[src/rtl/eth_rx_fcs_check.sv]
// eth_rx_fcs_check: CRC-32 check, FCS strip and length check on the RX path.
// Define ETH_RX_FCS_STATS_EN to add saturating good_cnt/bad_cnt outputs.
module eth_rx_fcs_check #(
  parameter int DATA_W        = 8,
  parameter int MIN_FRAME_LEN = 64,
  parameter int MAX_FRAME_LEN = 1518,
  parameter int LEN_W         = 11
) (
  input  logic              clk,
  input  logic              rst,
  input  logic              in_valid,
  input  logic [DATA_W-1:0] in_data,
  input  logic              in_sof,
  input  logic              in_eof,
  input  logic [1:0]        in_err,
  output logic              out_valid,
  output logic [DATA_W-1:0] out_data,
  output logic              out_sof,
  output logic              out_eof,
  output logic              out_fcs_err,
  output logic              out_len_err,
  output logic              out_hdr_err,
  output logic              out_abort,
  output logic              out_drop
`ifdef ETH_RX_FCS_STATS_EN
  ,
  output logic [31:0]       good_cnt,
  output logic [31:0]       bad_cnt
`endif
);

  localparam logic [31:0]      CRC_INIT = 32'hFFFF_FFFF;
  localparam logic [31:0]      CRC_RES  = 32'hDEBB_20E3;
  localparam logic [LEN_W-1:0] LEN_MIN  = LEN_W'(MIN_FRAME_LEN);
  localparam logic [LEN_W-1:0] LEN_MAX  = LEN_W'(MAX_FRAME_LEN);
  localparam logic [LEN_W-1:0] LEN_OVR  = LEN_W'(MAX_FRAME_LEN + 1);
  localparam logic [LEN_W-1:0] LEN_FILL = LEN_W'(4);

  typedef enum logic [1:0] {IDLE, FILL, STREAM, DISCARD} state_t;

  state_t                   state, state_nx;
  logic [31:0]              crc, crc_nx;
  logic [LEN_W-1:0]         cnt, cnt_nx;
  logic [3:0][DATA_W-1:0]   hold, hold_nx;
  logic                     emit, first, fin, over;
  logic                     abort, drop;

  function automatic logic [31:0] crc_step(
    input logic [31:0]       c,
    input logic [DATA_W-1:0] d
  );
    logic [31:0] r;
    r = c;
    for (int i = 0; i < DATA_W; i++) begin
      r = (r[0] ^ d[i]) ? ((r >> 1) ^ 32'hEDB8_8320) : (r >> 1);
    end
    return r;
  endfunction

  always_comb begin
    state_nx = state;
    crc_nx   = crc;
    cnt_nx   = cnt;
    hold_nx  = hold;
    emit     = 1'b0;
    first    = 1'b0;
    abort    = 1'b0;
    drop     = 1'b0;
    if (in_valid && (in_sof || state != IDLE)) begin
      hold_nx = {hold[2:0], in_data};
      if (in_sof) begin
        crc_nx   = crc_step(CRC_INIT, in_data);
        cnt_nx   = LEN_W'(1);
        state_nx = FILL;
        abort    = (state == STREAM);
      end else begin
        crc_nx = crc_step(crc, in_data);
        cnt_nx = (&cnt) ? cnt : cnt + 1'b1;
        unique case (state)
          FILL: begin
            if (cnt == LEN_FILL) begin
              emit     = 1'b1;
              first    = 1'b1;
              state_nx = STREAM;
            end
          end
          STREAM: begin
            emit = 1'b1;
            if (cnt_nx == LEN_OVR) state_nx = DISCARD;
          end
          default: ;
        endcase
      end
      if (in_eof) begin
        state_nx = IDLE;
        drop     = in_sof || (state == FILL && !emit);
      end
    end
  end

  // An over-length frame is closed early; its CRC is never judged.
  assign over = cnt_nx > LEN_MAX;
  assign fin  = emit && (in_eof || state_nx == DISCARD);

  always_ff @(posedge clk or posedge rst) begin
    if (rst) begin
      state       <= IDLE;
      crc         <= CRC_INIT;
      cnt         <= '0;
      hold        <= '0;
      out_valid   <= 1'b0;
      out_data    <= '0;
      out_sof     <= 1'b0;
      out_eof     <= 1'b0;
      out_fcs_err <= 1'b0;
      out_len_err <= 1'b0;
      out_hdr_err <= 1'b0;
      out_abort   <= 1'b0;
      out_drop    <= 1'b0;
    end else begin
      state       <= state_nx;
      crc         <= crc_nx;
      cnt         <= cnt_nx;
      hold        <= hold_nx;
      out_valid   <= emit;
      out_data    <= emit ? hold[3] : '0;
      out_sof     <= first;
      out_eof     <= fin;
      out_fcs_err <= fin && !over && (crc_nx != CRC_RES);
      out_len_err <= fin && (over || cnt_nx < LEN_MIN);
      out_hdr_err <= fin && in_eof && (|in_err);
      out_abort   <= abort;
      out_drop    <= drop;
    end
  end

`ifdef ETH_RX_FCS_STATS_EN
  logic bad_evt;
  assign bad_evt = out_abort || out_drop ||
                   (out_eof && (out_fcs_err || out_len_err || out_hdr_err));

  always_ff @(posedge clk or posedge rst) begin
    if (rst) begin
      good_cnt <= '0;
      bad_cnt  <= '0;
    end else begin
      if (out_eof && !bad_evt && good_cnt != '1) good_cnt <= good_cnt + 1'b1;
      if (bad_evt && bad_cnt != '1) bad_cnt <= bad_cnt + 1'b1;
    end
  end
`endif

endmodule

[config.mk]
export PLATFORM = sky130hd
export DESIGN_NAME = eth_rx_fcs_check
export DESIGN_NICKNAME = d
export VERILOG_FILES = /design/src/rtl/eth_rx_fcs_check.sv
export SDC_FILE = /design/constraint.sdc
export NUM_CORES = 1
export LEC_CHECK = 0
export CAP_MARGIN = 15
export CORE_MARGIN = 5
export CORE_UTILIZATION = 30
export CTS_BUF_LIST = sky130_fd_sc_hd__clkbuf_4
export CTS_CLUSTER_DIAMETER = 60
export DETAILED_ROUTE_END_ITERATION = 12
export PLACE_DENSITY = 0.58
export SYNTH_ARGS = -nofsm -noshare
export SYNTH_HDL_FRONTEND = slang
export SYNTH_SLANG_ARGS = --single-unit
[constraint.sdc]
create_clock -name clk -period 3.06 [get_ports clk]
set_input_delay 0.612 -clock clk [delete_from_list [all_inputs] [get_ports clk]]
set_output_delay 0.612 -clock clk [all_outputs]
set_load 0.01 [all_outputs]
### Word-level counts from Yosys, hierarchy flattened

Cells that the tools add are included.

* shift-type cells: 0
* eq/ne operators: 6
* $add $sub $neg: 1
* multiplexer cells: 40
* multiply operators: 0
* $lt $le $gt $ge: 2
* reductions and logical operators: 17
* bitwise logic cells: 30
* divide/modulo/power cells: 0

Operators by type and width (count)
* 32-bit two-way mux: 18
* 13-bit NOT with 14-bit output: 15
* 11-bit two-way mux: 3
* 32-bit != test, second input constant: 1
* 1-bit XOR: 15
* 11-bit by 1-bit adder with 11-bit output, second input constant: 1
* 11-bit equality test, second input constant: 1
* 11-bit by 3-bit equality test with 1-bit output, second input constant: 1
* 11-bit > comparator, second input constant: 1
* 11-bit by 7-bit less-than comparator with 1-bit output, second input constant: 1
* 1-bit two-way mux: 11
* 11-bit AND reduction: 1
* 2-bit two-way mux: 5
* 1-bit logical AND: 8
* 8-bit two-way mux: 1
* 2-bit equality test, second input constant: 2
* 1-bit logical OR: 4
* 2-bit one-hot mux with 2 select lines: 1
* 2-bit by 1-bit equality test with 1-bit output, second input constant: 1
* 1-bit logical NOT: 2
* 1-bit one-hot mux with 2 select lines: 1
* 2-bit nonzero test: 1
* 2-bit OR reduction: 1

* latch bits: 0
* output and inout port bits: 16
* register bits: 93
* bits in writable memories: 0
* bits in read-only memories: 0
* memories: 0

### Logic depth before layout (Yosys ltp)

Gate-level depths: netlist (run 1).

* depth in word-level cells: 20
* mapped depth: 12
* mapped depth without buffers: 10

### Worst setup path before layout (run 1)

OpenSTA, ideal clock, no wires.

* path kind: in2reg
* start: input in_data[0]
* end: register out_fcs_err
* stages on the path: 9
* setup time: 0.094 ns
* arrival: 2.570 ns
* path slack: 0.396 ns
* path through: buf_6 -> xnor2_4 -> xor3_2 -> xor2_2 -> a221o_1 -> nor3b_1 -> nand4_1 -> nor4_1 -> a211oi_1

* elaborated cells between the ends (all ways): 37
* classes of those cells: 1 x eq/ne; 18 x mux; 17 x bitwise; 1 x reduce/logical

RTL lines
* from (decl): line 12 `input logic [DATA_W-1:0] in_data,`
* 1-bit XOR: line 55 `r = (r[0] ^ d[i]) ? ((r >> 1) ^ 32'hEDB8_8320) : (r >> 1);`
* 32-bit two-way mux (6 in a row): line 55
* 1-bit XOR: line 55
* 32-bit two-way mux (2 in a row): line 55
* 32-bit two-way mux *: line 71 `if (in_sof) begin`
* 32-bit two-way mux *: line 69 `if (in_valid && (in_sof || state != IDLE)) begin`
* named net crc_nx[28]: line 42 `logic [31:0] crc, crc_nx;`
* 32-bit != test *: line 129 `out_fcs_err <= fin && !over && (crc_nx != CRC_RES);`
* 1-bit logical AND *: line 129
* to (signal assigned): line 129
* to (decl): line 20 `output logic out_fcs_err,`

The timed path passes the listed nets; every way through them passes the cells marked *.
A chain may end at the register's enable or synchronous reset.

### Worst setup path after layout (run 1)

* start: input in_data[4]
* end: register out_fcs_err

* elaborated cells between the ends (all ways): 20
* classes of those cells: 1 x eq/ne; 10 x mux; 8 x bitwise; 1 x reduce/logical

RTL lines (line)
* 1-bit XOR: 55
* 32-bit two-way mux (4 in a row): 55
* 32-bit two-way mux *: 71
* 32-bit two-way mux *: 69
* named net crc_nx[12]: 42
* 32-bit != test *: 129
* 1-bit logical AND *: 129

Marked as above.

==> summary.md, run 1 <==
| Metric | Value |
|---|---|
| LEAKAGE | `3.15 nW` |
| Vias in the first global route | `4374` |
| Grt ovf | `0` |
| Top post-synthesis cells by area | `dfrtp_1, dfstp_2, xnor2_1, nand2_1, xnor3_1` |
| TritonCTS buffer count | `9` |
| Number of core rows | `51` |
| Clk_skew | `between 0.02 and 0.025 ns` |
| Top-level port count | `31` |
| Period minus WS final | `~2.9 ns` |
| DRC violations left | `0` |
| CP startpoint kind | `primary input` |
| Headroom to the max-slew limit | `around 48%` |
| Final GP Congestion | `between 0.8 and 0.9` |
| DIE AREA | `22400 um^2` |
| PortBufs | `30` |
| Count of final setup violators | `0` |
| Met3 Use GR | `2.63%` |
| Ant diodes | `0` |
| Area Overhead vs Synth | `22.6%` |
| MaxCap Viol Count | `0` |
| Setup bufs post-CTS | `0` |
| Met1 Use GR | `between 20% and 30%` |
| Core ar. | `roughly 19000 um^2` |
| Area after DPL | `7030 um^2` |
| Post-CTS sizing | `0` |
| Yosys warns | `0` |
| Max Slew Vio Count | `0` |
| TNS Setup | `0 ns` |
| Synth async-reset ratio | `100%` |
| Post-Synthesis Cells | `600` |
| H-tree depth | `3` |
| Top cell type's share of synthesized area | `around a quarter` |
| Crit share post-route | `between 90% and 100%` |
| Vias per cell | `between 4 and 5` |
| VDD IR max | `~0.47 mV` |
| Via count | `between 4000 and 5000` |
| Post-synthesis sequential area ratio | `roughly two fifths` |
| CP Max Fanout | `4` |
| HPWL Detailed | `~12 mm` |
| Initial antenna violation count | `0` |
| Worst-Margin Slew | `~0.77 ns` |
| Pre-antenna DRT Iters | `4` |
| RSZ-0062 raised after global routing | `false` |
| Post-synth cell types | `65` |
| Max Buffers Root-to-Sink | `2` |
| Post-Syn Area | `between 5000 and 6000 um^2` |
| Placed Instances | `945` |
| Routed Antenna Nets | `0` |
| Final setup margin | `0.191 ns` |
| Min Hold Slack | `approximately 0.44 ns` |
| Clock slew at reported path FFs | `between 0.15 and 0.2 ns` |
| GRT Overall Usage | `approximately 14%` |
| CTS tree | `built` |
| Clk root buf | `clkbuf_4` |
| Syn Nets | `621` |
| First-pass GRT wire length | `24.7 mm` |
| Pwr per Cell Area | `approximately 960 nW/um^2` |
| Yosys reg bits | `93` |
| Fmax | `roughly 350 MHz` |
| Largest net degree at the start of global routing | `between 60 and 70` |
| Worst-skew pair later-pin latency | `0.47 ns` |
| DRT Wirelength | `approximately 15 mm` |
| DR WL/cell | `about 16 um` |
| Fill cells | `between 1500 and 2000` |
| Die Height | `approximately 150 um` |
| Final non-filler cell total | `about 960` |
| Sink Count | `93` |
| Crit end category | `register` |
| Min-delay worst type | `primary input to async pin` |
| Initial drt markers | `slightly above 300` |
| Crit Path Class | `primary input to register` |
| Syn_area_per_cell | `9.75 um^2` |
| Chip Width | `~150 um` |
| Fin. Hold Viols | `0` |
| Status | `finished clean` |
| Layout net count | `about 700` |
| Initial core utilization | `a little under a third` |
| Worst Path Arrival | `~3.2 ns` |
| Top Usage Layer GRT | `met2` |
| Ys flop type | `dfrtp_1` |
| Leading area contributor after synthesis | `dfrtp_1` |
| Post-synth EDFFs | `0` |
| Met2 usage in global routing | `21.7%` |
| Fin area | `approximately 7200 um^2` |
| Layout cells sized above 1 | `approximately a quarter` |
| # hold bufs at CTS | `0` |
| Required @ worst endpoint | `about 3.4 ns` |
| Setup WS pre-CTS | `-0.284 ns` |
## per-layer routing
layer | up-vias | wire length [um]
met2 | 119 | 7020
met3 | 24 | 775
li1 | 2213 | -
met5 | - | 0
met1 | 2186 | 7340
met4 | 0 | 242
## layout by cell type, fill, tap and decap left out, types with 5 or more instances in the layout
| cell type | count |
|---|---|
| nor3_1 | 5 |
| a21oi_1 | 14 |
| and2_1 | 12 |
| and3_1 | 7 |
| clkbuf_4 | 9 |
| xnor2_4 | 5 |
| dfrtp_1 | 61 |
| xnor2_2 | 5 |
| inv_1 | 10 |
| xor2_1 | 15 |
| o21ai_0 | 30 |
| xnor3_1 | 13 |
| dfstp_2 | 32 |
| nor4_1 | 7 |
| clkdlybuf4s50_1 | 30 |
| nor2_1 | 25 |
| xnor2_1 | 79 |
| ha_1 | 6 |
| nand3_1 | 8 |
| nand2_1 | 129 |
| o211ai_1 | 6 |
| nand2b_1 | 6 |
| buf_4 | 87 |
## per-stage QoR
stage	total power [mW]	utilization [%]
6_report	6.86	37.1
5_1_grt	7.34	37.1
4_1_cts	6.93	37.1
3_5_place_dp	6.20	36.4
3_3_place_gp	6.18	36.4
2_1_floorplan	4.98	-
## sequential cells by signal, summed over array words and instances (netlist names)
name,flops
state,2
out_data,8
cnt,11
out_abort,1
hold,32
out_eof,1
out_valid,1
out_len_err,1
crc,32
out_drop,1
out_fcs_err,1
out_hdr_err,1
out_sof,1
## worst max-delay path, stage by stage
cell and delay [ns]:
clkdlybuf4s50_1 0.50, xnor2_1 0.66, buf_4 0.23, xnor3_1 0.21
o211ai_1 0.18, o21a_1 0.20, and4b_1 0.21, nand4_1 0.10
nor4_1 0.06, a211oi_1 0.27
## path summary, 6_finish.rpt
kind / slack [ns] / from / depth (start not counted) / to
max: 0.19 / in_data[4] / 10 / out_fcs_err
min: 0.44 / rst / 2 / out_data[7]
max reg2reg: 0.27 / cnt[5] / 8 / out_len_err
min reg2reg: 0.47 / hold[8] / 2 / hold[16]
max in group asynchronous: 1.88 / rst / 3 / crc[3]
min in group clk: 0.47 / hold[8] / 2 / hold[16]
## cell usage after synthesis (8+ instances only)
| cell | n |
|---|---|
| a21oi_1 | 14 |
| and2_1 | 13 |
| buf_2 | 15 |
| clkbuf_1 | 16 |
| dfrtp_1 | 61 |
| dfstp_2 | 32 |
| inv_1 | 11 |
| nand2_1 | 130 |
| nand3_1 | 8 |
| nor2_1 | 25 |
| o21ai_0 | 30 |
| xnor2_1 | 79 |
| xnor3_1 | 13 |
| xor2_1 | 15 |
## power by group
part / internal, mW / switching [mW] / total (mW)
sequential: 1.75 / 0.375 / 2.13
combinational: 2.27 / 1.79 / 4.06
clock: 0.188 / 0.492 / 0.680
## cell type report
type                    instances  area [um^2]  area share, %
multi-input cells             455         3250           45.4
flip-flops and latches         93         2370           33.0
repair buffers                121         1030           14.4
well taps                     265          332           4.63
clock inverters                 7         68.8          0.960
clock buffers                   9         67.6          0.943
inverters                      11         43.8          0.611
## logic make-up (layout without fill, tap and decap cells)
| kind of cell | count (synthesis) | in the layout | synth area share, % |
|---|---|---|---|
| xor+xnor | 121 | 121 | 24.1 |
| fa+ha+maj | 6 | 6 | 1.28 |
| flops | 93 | 93 | 40.5 |
| simple gates | 228 | 228 | 18.1 |
| compound gates | 95 | 95 | 11.2 |
| mux | 5 | 5 | 0.899 |
| buf+inv | 52 | 148 | 3.94 |
Note: power is estimated with default switching activity, not from simulation.
==> inputs of run 2 (changes only) <==
CTS_CLUSTER_DIAMETER = 100   (was 60)
PLACE_DENSITY = 0.55   (was 0.58)
==> run 2 against run 1 <==
Net effect:
- register-to-register slack lost 0.03 ns
- critical path type unchanged
- hold slack better by 0.027 ns
- sequential power about the same
- wire length up 6.8%
- clock-buffer cell count stayed put
- worst setup slack worse by 0.018 ns
- first-iteration DRC count stayed put
- highest routed layer unchanged
==> summary.md, run 2 (synthesis gave the netlist of run 1 again) <==
| Metric | Value |
|---|---|
| Crit share post-route | `94.3% (was 93.7%)` |
| Initial antenna violation count | `1 (was 0)` |
| Pwr per Cell Area | `979 nW/um^2 (was 958 nW/um^2)` |
| Clock share of power | `10.0% (was 9.9%)` |
| Sw power | `2.77 mW (was 2.66 mW)` |
| Layout net count | `716 (was 712)` |
| DIE AREA | `22400 um^2 (unchanged)` |
| Pre-antenna DRT Iters | `5 (was 4)` |
| Sw frac | `39.5% (was 38.7%)` |
| DR WL/cell | `17.0 um (was 16.0 um)` |
| CTS tree | `built (unchanged)` |
| Initial core utilization | `30.2% (unchanged)` |
| Worst Path Arrival | `3.25 ns (was 3.24 ns)` |
| Chip Width | `150 um (unchanged)` |
| CP Max Fanout | `4 (unchanged)` |
| CP bufs+invs | `1 (was 2)` |
| Status | `finished clean (unchanged)` |
| DRT Wirelength | `16.4 mm (was 15.4 mm)` |
| Commonest non-fill, non-tap cells in the layout | `nand2_1, buf_4, xnor2_1, dfrtp_1, dfstp_2 (unchanged)` |
| Grt ovf | `0 (unchanged)` |
| Via count | `4600 (was 4542)` |
| CP startpoint kind | `primary input (unchanged)` |
| Layout cells sized above 1 | `23.9% (was 23.4%)` |
| Max Slew Vio Count | `0 (unchanged)` |
| Routed Antenna Nets | `0 (unchanged)` |
| Largest net degree at the start of global routing | `40 (was 69)` |
| Count of final setup violators | `0 (unchanged)` |
| H-tree depth | `3 (unchanged)` |
| Fin. Hold Viols | `0 (unchanged)` |
| Clock slew at reported path FFs | `0.18 ns (was 0.17 ns)` |
| Post-CTS sizing | `0 (unchanged)` |
| Clk_skew | `0.0196 ns (was 0.0221 ns)` |
| Commonest non-fill, non-tap cell in the layout | `nand2_1 (unchanged)` |
| TNS Setup | `0 ns (unchanged)` |
| CP Cell Sequence | `clkdlybuf4s50_1 -> xnor2_4 -> xor3_2 -> xor2_2 -> xnor2_1 -> a221oi_2 -> nor4b_1 -> a211oi_1 (was clkdlybuf4s50_1 -> xnor2_1 -> buf_4 -> xnor3_1 -> o211ai_1 -> o21a_1 -> and4b_1 -> nand4_1 -> nor4_1 -> a211oi_1)` |
| VDD IR max | `0.543 mV (was 0.465 mV)` |
| Power Total | `7.02 mW (was 6.86 mW)` |
| Setup bufs post-CTS | `0 (unchanged)` |
| GRT Overall Usage | `15.4% (was 14.2%)` |
| Placed Instances | `949 (was 945)` |
| Largest regs | `crc: 32 flops, hold: 32 flops, cnt: 11 flops (unchanged)` |
| Max stage delay on crit path | `0.58 ns (was 0.66 ns)` |
| Sink Count | `93 (unchanged)` |
| Crit Path Class | `primary input to register (unchanged)` |
| Die Height | `150 um (unchanged)` |
| # hold bufs at CTS | `0 (unchanged)` |
| Core ar. | `19300 um^2 (unchanged)` |
| Headroom to the max-slew limit | `59.3% (was 48.0%)` |
| Worst-Margin Slew | `0.609 ns (was 0.774 ns)` |
| Final non-filler cell total | `966 (was 961)` |
| FF-to-FF setup slack | `0.24 ns (was 0.27 ns)` |
| Fmax | `346 MHz (was 349 MHz)` |
| Final GP Congestion | `0.895 (was 0.868)` |
| Top-level port count | `31 (unchanged)` |
| Vias in the first global route | `4739 (was 4374)` |
| Vias per cell | `4.76 (was 4.73)` |
| Min-delay worst type | `primary input to async pin (unchanged)` |
| Max Buffers Root-to-Sink | `2 (unchanged)` |
| Final setup margin | `0.173 ns (was 0.191 ns)` |
| Int Power | `4.25 mW (was 4.21 mW)` |
| Setup WS pre-CTS | `-0.358 ns (was -0.284 ns)` |
| HPWL Detailed | `12.6 mm (was 11.5 mm)` |
| Area Overhead vs Synth | `22.5% (was 22.6%)` |
| Crit end category | `register (unchanged)` |
| Number of core rows | `51 (unchanged)` |
| First-pass GRT wire length | `26.8 mm (was 24.7 mm)` |
| Worst-skew pair later-pin latency | `0.48 ns (was 0.47 ns)` |
| Initial drt markers | `310 (unchanged)` |
| LEAKAGE | `3.16 nW (was 3.15 nW)` |
| Combinational power share | `59.6% (was 59.1%)` |
| Cell family with most CP delay | `XOR/XNOR gates (unchanged)` |
| PortBufs | `30 (unchanged)` |
| TritonCTS buffer count | `9 (unchanged)` |
| Period minus WS final | `2.89 ns (was 2.87 ns)` |
| Clk root buf | `clkbuf_4 (unchanged)` |
| RSZ-0062 raised after global routing | `false (unchanged)` |
| Slowest CP cell | `xor3_2 (was xnor2_1)` |
| MaxCap Viol Count | `0 (unchanged)` |
| Sequential Power Share | `30.4% (was 31.0%)` |
| DRC violations left | `0 (unchanged)` |
| Required @ worst endpoint | `3.42 ns (was 3.43 ns)` |
## run 2: cell types whose count changed in the layout (fill, tap and decap cells not counted), sizes merged
| cell | previous run | this run |
|---|---|---|
| diode | 0 | 1 |
| buf | 91 | 95 |
| inv | 14 | 15 |
| clkinv | 3 | 2 |
## run 2: power groups by stage
stage	sequential (mW)	clock, mW	combinational, mW
finish	2.13	0.701	4.18
global route	2.19	0.788	4.51
CTS	2.14	0.738	4.21
detailed placement	2.16	0	4.18
global placement	2.14	0	4.15
floorplan	1.95	0	3.03
## run 2: per-stage QoR
| step | hold slack [ns] | area, um^2 | util, % |
|---|---|---|---|
| final | 0.468 | 7160 | 37.1 |
| after global routing | 0.462 | 7160 | 37.1 |
| after CTS | 0.448 | 7160 | 37.0 |
| after detailed placement | 0.452 | 7020 | 36.3 |
| after global placement | 0.448 | 7020 | 36.3 |
| after floorplan | 0.437 | 5850 | - |
## run 2: area by class of cell
type	count	area (um^2)
diodes	1	2.50
clock buffers	9	67.6
clock inverters	7	72.6
fillers	1993	12200
inverters	11	42.5
multi-input cells	455	3250
flip-flops and latches	93	2370
well taps	265	332
repair buffers	125	1030
## run 2: path summary, 6_finish.rpt
path | start | end | depth (start not counted)
setup / recovery | in_data[0] | out_fcs_err | 8
hold / removal | rst | out_data[2] | 2
setup reg to reg | crc[0] | out_fcs_err | 7
hold reg to reg | hold[30] | out_data[6] | 1
max in group asynchronous | rst | crc[26] | 3
min in group clk | hold[30] | out_data[6] | 1
## run 2: metal layers
layer | routed length [um] | vias up | GRT usage [%]
li1 | - | 2219 | -
met1 | 7780 | 2269 | 21.7
met2 | 7690 | 100 | 24.3
met3 | 717 | 12 | 3.18
met4 | 235 | 0 | 3.71
met5 | 0 | - | 0
==> inputs of run 3 (changes only) <==
CTS_BUF_LIST = unset   (was sky130_fd_sc_hd__clkbuf_4)
==> run 3 against run 2 <==
Net effect:
- clock power up 65%
- cell count fell by 0.10%
- register-to-register slack got worse by 0.07 ns
- maximum frequency is 3.2% lower
- combinational power barely moved
- critical path type unchanged
- critical endpoint unchanged
- highest routed layer unchanged
==> summary.md, run 3 (synthesis gave the netlist of run 1 again) <==
| Metric | Value |
|---|---|
| Max Buffers Root-to-Sink | `2 (unchanged)` |
| Required @ worst endpoint | `3.28 ns (was 3.42 ns)` |
| CTS tree | `built (unchanged)` |
| Worst-skew pair later-pin latency | `0.37 ns (was 0.48 ns)` |
| DR WL/cell | `17.2 um (was 17.0 um)` |
| DRT Wirelength | `16.6 mm (was 16.4 mm)` |
| Routed Antenna Nets | `0 (unchanged)` |
| Period minus WS final | `2.98 ns (was 2.89 ns)` |
| Die Height | `150 um (unchanged)` |
| MaxCap Viol Count | `0 (unchanged)` |
| Met1 Use GR | `21.8% (was 21.7%)` |
| Layout cells sized above 1 | `23.9% (unchanged)` |
| Initial core utilization | `30.2% (unchanged)` |
| Max Slew Vio Count | `0 (unchanged)` |
| PortBufs | `30 (unchanged)` |
| DRC violations left | `0 (unchanged)` |
| Sink Count | `93 (unchanged)` |
| Vias per cell | `4.80 (was 4.76)` |
| Area after DPL | `7020 um^2 (unchanged)` |
| GRT Overall Usage | `15.6% (was 15.4%)` |
| Fmax | `335 MHz (was 346 MHz)` |
| TritonCTS buffer count | `9 (unchanged)` |
| Crit end category | `register (unchanged)` |
| Max stage delay on crit path | `0.53 ns (was 0.58 ns)` |
| CP Max Fanout | `4 (unchanged)` |
| Clk_skew | `0.00932 ns (was 0.0196 ns)` |
| LEAKAGE | `3.23 nW (was 3.16 nW)` |
| Layout net count | `716 (unchanged)` |
| Crit share post-route | `97.5% (was 94.3%)` |
| Worst Path Arrival | `3.21 ns (was 3.25 ns)` |
| Met2 usage in global routing | `24.4% (was 24.3%)` |
| Pwr per Cell Area | `1020 nW/um^2 (was 979 nW/um^2)` |
| CP startpoint kind | `primary input (unchanged)` |
| Count of final setup violators | `0 (unchanged)` |
| Largest regs | `crc: 32 flops, hold: 32 flops, cnt: 11 flops (unchanged)` |
| Crit Path Class | `primary input to register (unchanged)` |
| Final Util | `37.9% (was 37.1%)` |
| TNS Setup | `0 ns (unchanged)` |
| Clk root buf | `clkbuf_16 (was clkbuf_4)` |
| Initial drt markers | `278 (was 310)` |
| Status | `finished clean (unchanged)` |
| First-pass GRT wire length | `27.0 mm (was 26.8 mm)` |
| Initial antenna violation count | `0 (was 1)` |
| Commonest non-fill, non-tap cell in the layout | `nand2_1 (unchanged)` |
| Commonest non-fill, non-tap cells in the layout | `nand2_1, buf_4, xnor2_1, dfrtp_1, dfstp_2 (unchanged)` |
| H-tree depth | `3 (unchanged)` |
| Top Usage Layer GRT | `met2 (unchanged)` |
| Clock slew at reported path FFs | `0.07 ns (was 0.18 ns)` |
| Via count | `4631 (was 4600)` |
| Headroom to the max-slew limit | `58.8% (was 59.3%)` |
| Grt ovf | `0 (unchanged)` |
| Top-level port count | `31 (unchanged)` |
| HPWL Detailed | `12.6 mm (unchanged)` |
| Largest net degree at the start of global routing | `40 (unchanged)` |
| Met3 Use GR | `3.36% (was 3.18%)` |
| Min-delay worst type | `register to register (was primary input to async pin)` |
| Fill cells | `1970 (was 1993)` |
| Final non-filler cell total | `965 (was 966)` |
| Final GP Congestion | `0.895 (unchanged)` |
| # hold bufs at CTS | `0 (unchanged)` |
| Fin. Hold Viols | `0 (unchanged)` |
| Worst-Margin Slew | `0.617 ns (was 0.609 ns)` |
| CP bufs+invs | `2 (was 1)` |
| Vias in the first global route | `4773 (was 4739)` |
| Chip Width | `150 um (unchanged)` |
| Core ar. | `19300 um^2 (unchanged)` |
| Fin area | `7330 um^2 (was 7160 um^2)` |
| Number of core rows | `51 (unchanged)` |
| Cell family with most CP delay | `XOR/XNOR gates (unchanged)` |
| Setup bufs post-CTS | `0 (unchanged)` |
| VDD IR max | `0.556 mV (was 0.543 mV)` |
| DIE AREA | `22400 um^2 (unchanged)` |
| RSZ-0062 raised after global routing | `false (unchanged)` |
| Placed Instances | `949 (unchanged)` |
| Ant diodes | `0 (was 1)` |
| Slowest CP cell | `xor3_2 (unchanged)` |
| Area Overhead vs Synth | `25.4% (was 22.5%)` |
| Pre-antenna DRT Iters | `5 (unchanged)` |
| CP Cell Sequence | `clkdlybuf4s50_1 -> xnor2_2 -> buf_4 -> xor3_2 -> xor2_2 -> xnor2_1 -> a221oi_2 -> nor4b_1 -> a211oi_1 (was clkdlybuf4s50_1 -> xnor2_4 -> xor3_2 -> xor2_2 -> xnor2_1 -> a221oi_2 -> nor4b_1 -> a211oi_1)` |
-- run 3: changes by cell type in the layout (fill, tap and decap cells not counted) --
cell       delta
clkbuf_16     +9
clkbuf_4      -9
diode_2       -1
xnor2_2       -1
xnor2_4       +1
-- run 3: stage by stage --
stage               power [mW]  hold slack (ns)  setup slack (ns)
floorplan                 4.98            0.437            0.0806
global placement          6.29            0.448            -0.333
detailed placement        6.33            0.452            -0.358
CTS                       7.54            0.471            0.0381
global route              7.96            0.482           0.00684
finish                    7.49            0.468            0.0775
-- run 3: layout make-up --
class                      count  area (um^2)  area share [%]
multi-input combinational    455         3270            44.5
sequential                    93         2370            32.3
timing repair buffer         125         1030            14.0
tap                          265          332            4.52
clock buffer                   9          225            3.07
clock inverter                 7         72.6           0.990
inverter                      11         42.5           0.580
-- run 3: power breakdown --
group          internal, mW  leakage [nW]  switching (mW)
combinational          2.30          1.94            1.89
clock                 0.579         0.144           0.581
sequential             1.76          1.14           0.382
-- run 3: timing repair --
item,in CTS,in global routing
endpoints found under the hold margin,0,0
resized for setup,0,2
endpoints found under the setup margin,0,2
-- run 3: path summary, 6_finish.rpt --
kind | startpoint | end | slack [ns] | cells past startpoint
worst max-delay path | in_data[5] | out_fcs_err | 0.08 | 9
worst min-delay path | hold[12] | hold[20] | 0.47 | 2
worst max register to register | crc[5] | out_fcs_err | 0.17 | 8
worst min register to register | hold[12] | hold[20] | 0.47 | 2
max in group asynchronous | rst | crc[26] | 1.64 | 3
min in group asynchronous | rst | out_data[2] | 0.61 | 2
-- run 3: metal layers --
metal  part of all wire, %  vias to the layer above
met5                     0                        -
met3                   4.1                       21
met2                    46                       98
met1                    48                     2299
met4                   1.8                        0
li1                      -                     2213
-- run 3: worst register-to-register path, stage by stage (launching register included) --
cell	delay (ns)
dfstp_2	0.66
xnor2_2	0.14
buf_4	0.15
xor3_2	0.53
xor2_2	0.22
xnor2_1	0.30
a221oi_2	0.16
nor4b_1	0.46
a211oi_1	0.14
